===== src/rtl/register_file_mp.sv =====
// Multi-port register file for a multi-cycle CPU: two combinational read ports, one write port,
// top register doubling as the PC, optional zero register, write-to-read bypass and busy scoreboard.
module register_file_mp #(
   parameter int W        = 8,
   parameter int ADDR_W   = 3,
   parameter bit ZERO_REG = 1'b0,
   parameter bit BYPASS   = 1'b1
) (
   input  logic              clock,
   input  logic              rst,
   input  logic [ADDR_W-1:0] A1,
   input  logic [ADDR_W-1:0] A2,
   input  logic [ADDR_W-1:0] A3,
   input  logic [W-1:0]      WD3,
   input  logic              enable,
   input  logic [W-1:0]      pc_in,
   input  logic              pc_we,
   input  logic [ADDR_W-1:0] rsv_addr,
   input  logic              rsv,
   output logic [W-1:0]      RD1,
   output logic [W-1:0]      RD2,
   output logic [W-1:0]      PC,
   output logic              busy1,
   output logic              busy2
);
   localparam int N = 1 << ADDR_W;
   localparam logic [ADDR_W-1:0] PC_ADDR   = {ADDR_W{1'b1}};
   localparam logic [ADDR_W-1:0] ZERO_ADDR = {ADDR_W{1'b0}};

   logic [W-1:0] regs_q [N];
   logic [W-1:0] regs_d [N];
   logic [N-1:0] busy_q;
   logic [N-1:0] busy_d;

   // Next state: PC load first so an architectural write to R[N-1] overrides it; reserve beats clear.
   always_comb begin
      regs_d = regs_q;
      busy_d = busy_q;
      if (pc_we) begin
         regs_d[N-1] = pc_in;
      end else begin
         regs_d[N-1] = regs_q[N-1];
      end
      if (enable) begin
         regs_d[A3] = WD3;
         busy_d[A3] = 1'b0;
      end else begin
         busy_d = busy_d;
      end
      if (rsv) begin
         busy_d[rsv_addr] = 1'b1;
      end else begin
         busy_d = busy_d;
      end
      if (ZERO_REG) begin
         regs_d[0] = {W{1'b0}};
         busy_d[0] = 1'b0;
      end else begin
         busy_d = busy_d;
      end
   end

   // State registers with asynchronous reset.
   always_ff @(posedge clock or posedge rst) begin
      if (rst) begin
         for (int i = 0; i < N; i++) begin
            regs_q[i] <= {W{1'b0}};
         end
         busy_q <= {N{1'b0}};
      end else begin
         regs_q <= regs_d;
         busy_q <= busy_d;
      end
   end

   // Read port 1: bypass suppressed during reset so reads are 0 immediately.
   always_comb begin
      RD1   = regs_q[A1];
      busy1 = busy_q[A1];
      if (BYPASS && !rst && enable && (A3 == A1)) begin
         RD1   = WD3;
         busy1 = 1'b0;
      end else if (BYPASS && !rst && pc_we && (A1 == PC_ADDR)) begin
         RD1 = pc_in;
      end else begin
         busy1 = busy1;
      end
      if (ZERO_REG && (A1 == ZERO_ADDR)) begin
         RD1   = {W{1'b0}};
         busy1 = 1'b0;
      end else begin
         busy1 = busy1;
      end
   end

   // Read port 2: same rules as port 1.
   always_comb begin
      RD2   = regs_q[A2];
      busy2 = busy_q[A2];
      if (BYPASS && !rst && enable && (A3 == A2)) begin
         RD2   = WD3;
         busy2 = 1'b0;
      end else if (BYPASS && !rst && pc_we && (A2 == PC_ADDR)) begin
         RD2 = pc_in;
      end else begin
         busy2 = busy2;
      end
      if (ZERO_REG && (A2 == ZERO_ADDR)) begin
         RD2   = {W{1'b0}};
         busy2 = 1'b0;
      end else begin
         busy2 = busy2;
      end
   end

   assign PC = regs_q[N-1];

endmodule


===== config.mk =====
export PLATFORM = sky130hd
export DESIGN_NAME = register_file_mp
export DESIGN_NICKNAME = d
export VERILOG_FILES = /design/src/rtl/register_file_mp.sv
export SDC_FILE = /design/constraint.sdc
export NUM_CORES = 1
export LEC_CHECK = 0
export ABC_AREA = 1
export ABC_CLOCK_PERIOD_IN_PS = 9170
export CAP_MARGIN = 20
export CORE_UTILIZATION = 60
export DETAILED_ROUTE_END_ITERATION = 16
export PLACE_DENSITY = 0.85
export SYNTH_ARGS = -nofsm -noshare
export SYNTH_HDL_FRONTEND = slang
export SYNTH_SLANG_ARGS = --single-unit

===== constraint.sdc =====
create_clock -name clock -period 9.17 [get_ports clock]
set_input_delay 1.3755 -clock clock [delete_from_list [all_inputs] [get_ports clock]]
set_output_delay 1.3755 -clock clock [all_outputs]
set_load 0.05 [all_outputs]

# Word-level counts from Yosys, hierarchy flattened
# Index checks and enable logic that the tools add are counted.
classes:
  n_mux: 27
  reduce_logical: 10
  n_eq_ne: 4
  bitwise: 6
  n_lt_le_gt_ge: 10
op_table:
  columns: ["op", "count"]
  rows:
  - ["two-way mux 8 bit", 13]
  - ["bitwise mux 64 bit", 1]
  - ["binary-select mux 8 bit (select 3 bit)", 2]
  - ["demux 8 bit (select 3 bit)", 1]
  - ["< comparator 3 x 4 -> 1 bit (second input constant)", 4]
  - ["greater-or-equal comparator 4 bit (second input constant)", 3]
  - ["inverter 3 -> 4 bit", 3]
  - ["logical AND 1 bit", 9]
  - ["AND 8 bit", 1]
  - ["inverter 8 bit", 1]
  - ["bitwise OR 8 bit", 1]
  - ["binary-select mux 1 bit (select 3 bit)", 2]
  - ["demux 1 bit (select 3 bit)", 2]
  - ["equality test 3 bit", 2]
  - ["equality test 3 bit (second input constant)", 2]
  - ["greater-or-equal comparator 3 x 1 -> 1 bit (second input constant)", 2]
  - ["two-way mux 1 bit", 6]
  - ["< comparator 4 x 1 -> 1 bit (second input constant)", 1]
  - ["logical NOT 1 bit", 1]
word_totals:
  output_inout_bits: 26
  ff_bits: 72

# Longest topological paths before layout
logic_depth:
  depth_word: 9
  depth_mapped: 9

# Least setup slack after synthesis
# No wires, ideal clock.
synth_timing:
  path_kind: "input -> output"
  from: "in rst"
  to: "out RD2[0]"
  path_slack_ns: 3.457
  stages: 5
  n_path_buf: 0
  arrival_time_ns: 4.337
  cell_sequence: "inv_1 -> nand3_1 -> nor2_4 -> a21oi_1 -> a21oi_1"
synth_between:
  elab_chain_len: 5
  word_cells_on_any_way: 7
  cone_classes: "2 x mux; 5 x reduce/logical"
synth_rtl:
  columns: ["element", "line", "text"]
  rows:
  - ["from (decl)", "10", "input logic rst,"]
  - ["logical NOT 1 bit (*)", "100, 103", null]
  - ["logical AND 1 bit (2 in a row)", "103", "end else if (BYPASS && !rst && pc_we && (A2 == PC_ADDR)) begin"]
  - ["two-way mux 8 bit", "103", null]
  - ["two-way mux 8 bit (*)", "100", "if (BYPASS && !rst && enable && (A3 == A2)) begin"]
  - ["to (decl)", "21", "output logic [W-1:0] RD2,"]
# Every way passes the cells marked *; elsewhere a longest branch is shown, timed or not.

# Worst setup path after layout
layout_timing:
  from: "in A2[1]"
  to: "out busy2"
layout_between:
  elab_chain_len: 3
  word_cells_on_any_way: 5
  cone_classes: "1 x eq/ne; 3 x mux; 1 x reduce/logical"
layout_rtl:
  columns: ["element", "line", "text"]
  rows:
  - ["from (decl)", "12", "input logic [ADDR_W-1:0] A2,"]
  - ["binary-select mux 1 bit (select 3 bit) / equality test 3 bit (equally long branches)", "99, 100", null]
  - ["two-way mux 1 bit (not written as such) / logical AND 1 bit (equally long branches)", "99, 100", null]
  - ["two-way mux 1 bit (*)", "100", null]
  - ["to (decl)", "24", "output logic busy2"]
# Every way passes the cells marked *; elsewhere a longest branch is shown, timed or not. The select of a mux whose other input is x is not followed.

==> run_results.csv <==
group,metric,value,unit
timing,drv_slew,0,
floorplanning,core_area,7690,sq um
placement,hpwlAfterDp,10100,um
global_routing,grt_max_degree,65,
timing,rsz0062_at_grt,"false",
layout,final_cell_mix,"nand2_1 (250), nand3_1 (121), o21ai_0 (79), dfrtp_1 (72), inv_1 (59)",
global_routing,grt_antenna_before_repair,0,
floorplanning,die_w,91.0,um
drt,viasPerCell,5.96,
logic_synthesis,synth_mux_area_share,0.842,%
clock_network,holdBufCountCts,0,
clock_network,htreeDepth,3,
logic_synthesis,yosysUniqueCellTypes,25,
critical_path,crit_required,7.79,ns
timing,setup_tns,0,ns
job,max_cap_violations,0,
placement,gp_congestion,0.948,
logic_synthesis,avgSynthCellArea,6.64,sq um
timing,setup_viol,0,
layout,nNetsFinal,784,
hold_path,hold_path.class,"reg2reg",
logic_synthesis,seq_area_frac_synth,37.9,%
floorplanning,fp.dieArea,8280,sq um
drt,drt_iter0_drc,645,
timing,fmax,169,MHz
critical_path,cp-start-kind,"input port",
power_and_ir_drop,worst_ir_drop_vdd,0.136,mV
placement,io_buffers,58,
outcome,run_status,"finished, final reports clean",
clock_network,clockBufferDepth,2,
clock_network,clk-insertion-delay-late,0.34,ns
clock_network,cts_buffers,9,
layout,layout-drive-gt1-share,7.28,%
critical_path,r2r_end,"PC[3]",
layout,n_antenna_cell,0,
timing,finalClockSkew,0,ns
placement,dpl_cell_area,5270,sq um
timing,fin_crit,5.92,ns
logic_synthesis,synth_top_family_by_area,"simple AND/OR/NAND/NOR gates",
drt,dr.pass1.iters,9,
critical_path,cp_max_fo,22,
hold_path,hold_path_end,"busy_q[6]",
logic_synthesis,synth_nets,749,
layout,layout_commonest_cell,"nand2_1",
drt,ant_nets,0,
layout,seq_area,1800,sq um
layout,final.fill_count,673,
logic_synthesis,synthSimpleGateAreaFrac,38.8,%
clock_network,clock_sinks,72,
global_routing,grt_pass1_wl,24100,um
power_and_ir_drop,powerDensity,183,nW/um^2
critical_path,reg2reg_from,"PC[3]",
drt,vias,5105,
critical_path,r2r_setup_slack,8.31,ns
clock_network,cts_root_buf,"clkbuf_8",
critical_path,crit_path_start,"A2[1]",
timing,post-route-period-util,64.5,%
logic_synthesis,synthAdderAreaFrac,0,%
layout,syn2layout_area_growth,14.8,%
critical_path,crit_type,"in2out",
timing,tightest_slew,0.965,ns
floorplanning,start_util,61.8,%
clock_network,cts_tree,"built",
hold_path,whs_path_depth,2,
drt,drc,0,
global_routing,grt-ovfl-total,0,
logic_synthesis,synth_compound_area_share,11.5,%
logic_synthesis,ys_ff_latch,72,
critical_path,r2r_cells,4,
logic_synthesis,synth-xor-area-share,0.368,%
logic_synthesis,syn-cell-area,4750,sq um
floorplanning,num_rows,32,
layout,finalInstanceArea,5460,sq um
critical_path,cp-end-kind,"primary output",
drt,drt-total-wl,14600,um
clock_network,cts_setup_buffers,0,
clock_network,cts.clk_slew.worst_paths,0.08,ns
layout,multi_input_area,2450,sq um
clock_network,cts.repair.resized,0,
drt,wire_per_inst,17.1,um
timing,hold_viol,0,
timing,max_slew_margin,35.5,%
floorplanning,io_pins,59,
hold_path,hp-start,"busy_q[6]",
global_routing,grtUsageTotal,37.2,%
floorplanning,die_h,91.0,um
global_routing,grt_pass1_vias,4858,
critical_path,arrival,4.54,ns
power_and_ir_drop,p_leak,2.58,nW
logic_synthesis,yosys_warnings,0,
logic_synthesis,syn_inst,716,
Yosys cell counts:
cell type  number  area, sq um
clkinv_1        2         7.51
a21oi_1        16         80.1
nor2_2          6         37.5
nor2_8          1         20.0
nor2_1         23         86.3
xnor2_1         2         17.5
o21ai_0        79          395
buf_2          15         75.1
clkbuf_1        5         18.8
inv_2          13         48.8
inv_1          60          225
buf_6           1         11.3
nand3_1       121          606
nor3_1          3         15.0
buf_4          14          105
nor2_4         10          113
nand2_1       250          938
o22ai_1         3         18.8
dfrtp_1        72         1800
nand2_4         1         11.3
nand2_2         3         18.8
o21ai_1         7         35.0
buf_1           3         11.3
mux2i_1         4         40.0
a21oi_2         2         17.5
flip-flops by register name (all words and copies together) (netlist names):
| name | count |
|---|---|
| regs_q | 56 |
| PC | 8 |
| busy_q | 8 |
how the worst max path moves through the flow:
stage / endpoint
global route: RD2[3]
CTS: busy2
global placement: RD2[3]
detailed placement: RD2[3]
floorplan: RD2[0]
finish: busy2
worst max-delay path, stage by stage:
cell and delay, ns:
clkdlybuf4s50_1 1.10, inv_2 0.37, nor2_1 0.23, nor2_2 0.08, nand2_2 0.20, o21ai_0 0.19
nor2_1 0.16, clkdlybuf4s50_1 0.82
per-stage QoR:
stage / power (mW) / std cells / setup WS, ns / hold slack [ns] / utilization (%)
floorplan: 0.643 / 716 / 3.46 / 0.464 / -
global placement: 0.733 / 842 / 3.44 / 0.488 / 68.6
detailed placement: 0.742 / 842 / 3.34 / 0.496 / 68.6
CTS: 0.989 / 857 / 3.34 / 0.516 / 71.0
global route: 1.05 / 857 / 3.09 / 0.539 / 71.0
finish: 0.997 / 857 / 3.25 / 0.515 / 71.0
final cells by class:
class	instances	share of cell area (%)
clock buffer	10	2.34
clock inverter	5	1.08
inverter	75	5.16
multi-input combinational	531	44.9
sequential	72	33.0
tap	102	2.34
timing repair buffer	62	11.2
routing by layer:
layer	GRT usage, %	vias to the layer above	wire [um]
li1	-	2363	-
met1	48.4	2338	5840
met2	58.6	321	6800
met3	6.37	83	1230
met4	21.8	0	757
met5	0	-	0
report_power, final:
part           leakage [nW]  internal (mW)  switching (mW)
Combinational          1.60          0.110           0.215
Clock                0.0883          0.124           0.129
Sequential            0.884          0.377          0.0415
kinds of logic (layout without fill, tap and decap cells):
family	Yosys count	in the layout
AOI/OAI and AO/OA	107	107
xor gates and xnor gates	2	2
buffers and inverters	113	152
DFF	72	72
muxes	4	4
and+or+nand+nor	418	418
(Power assumes the default switching activity.)
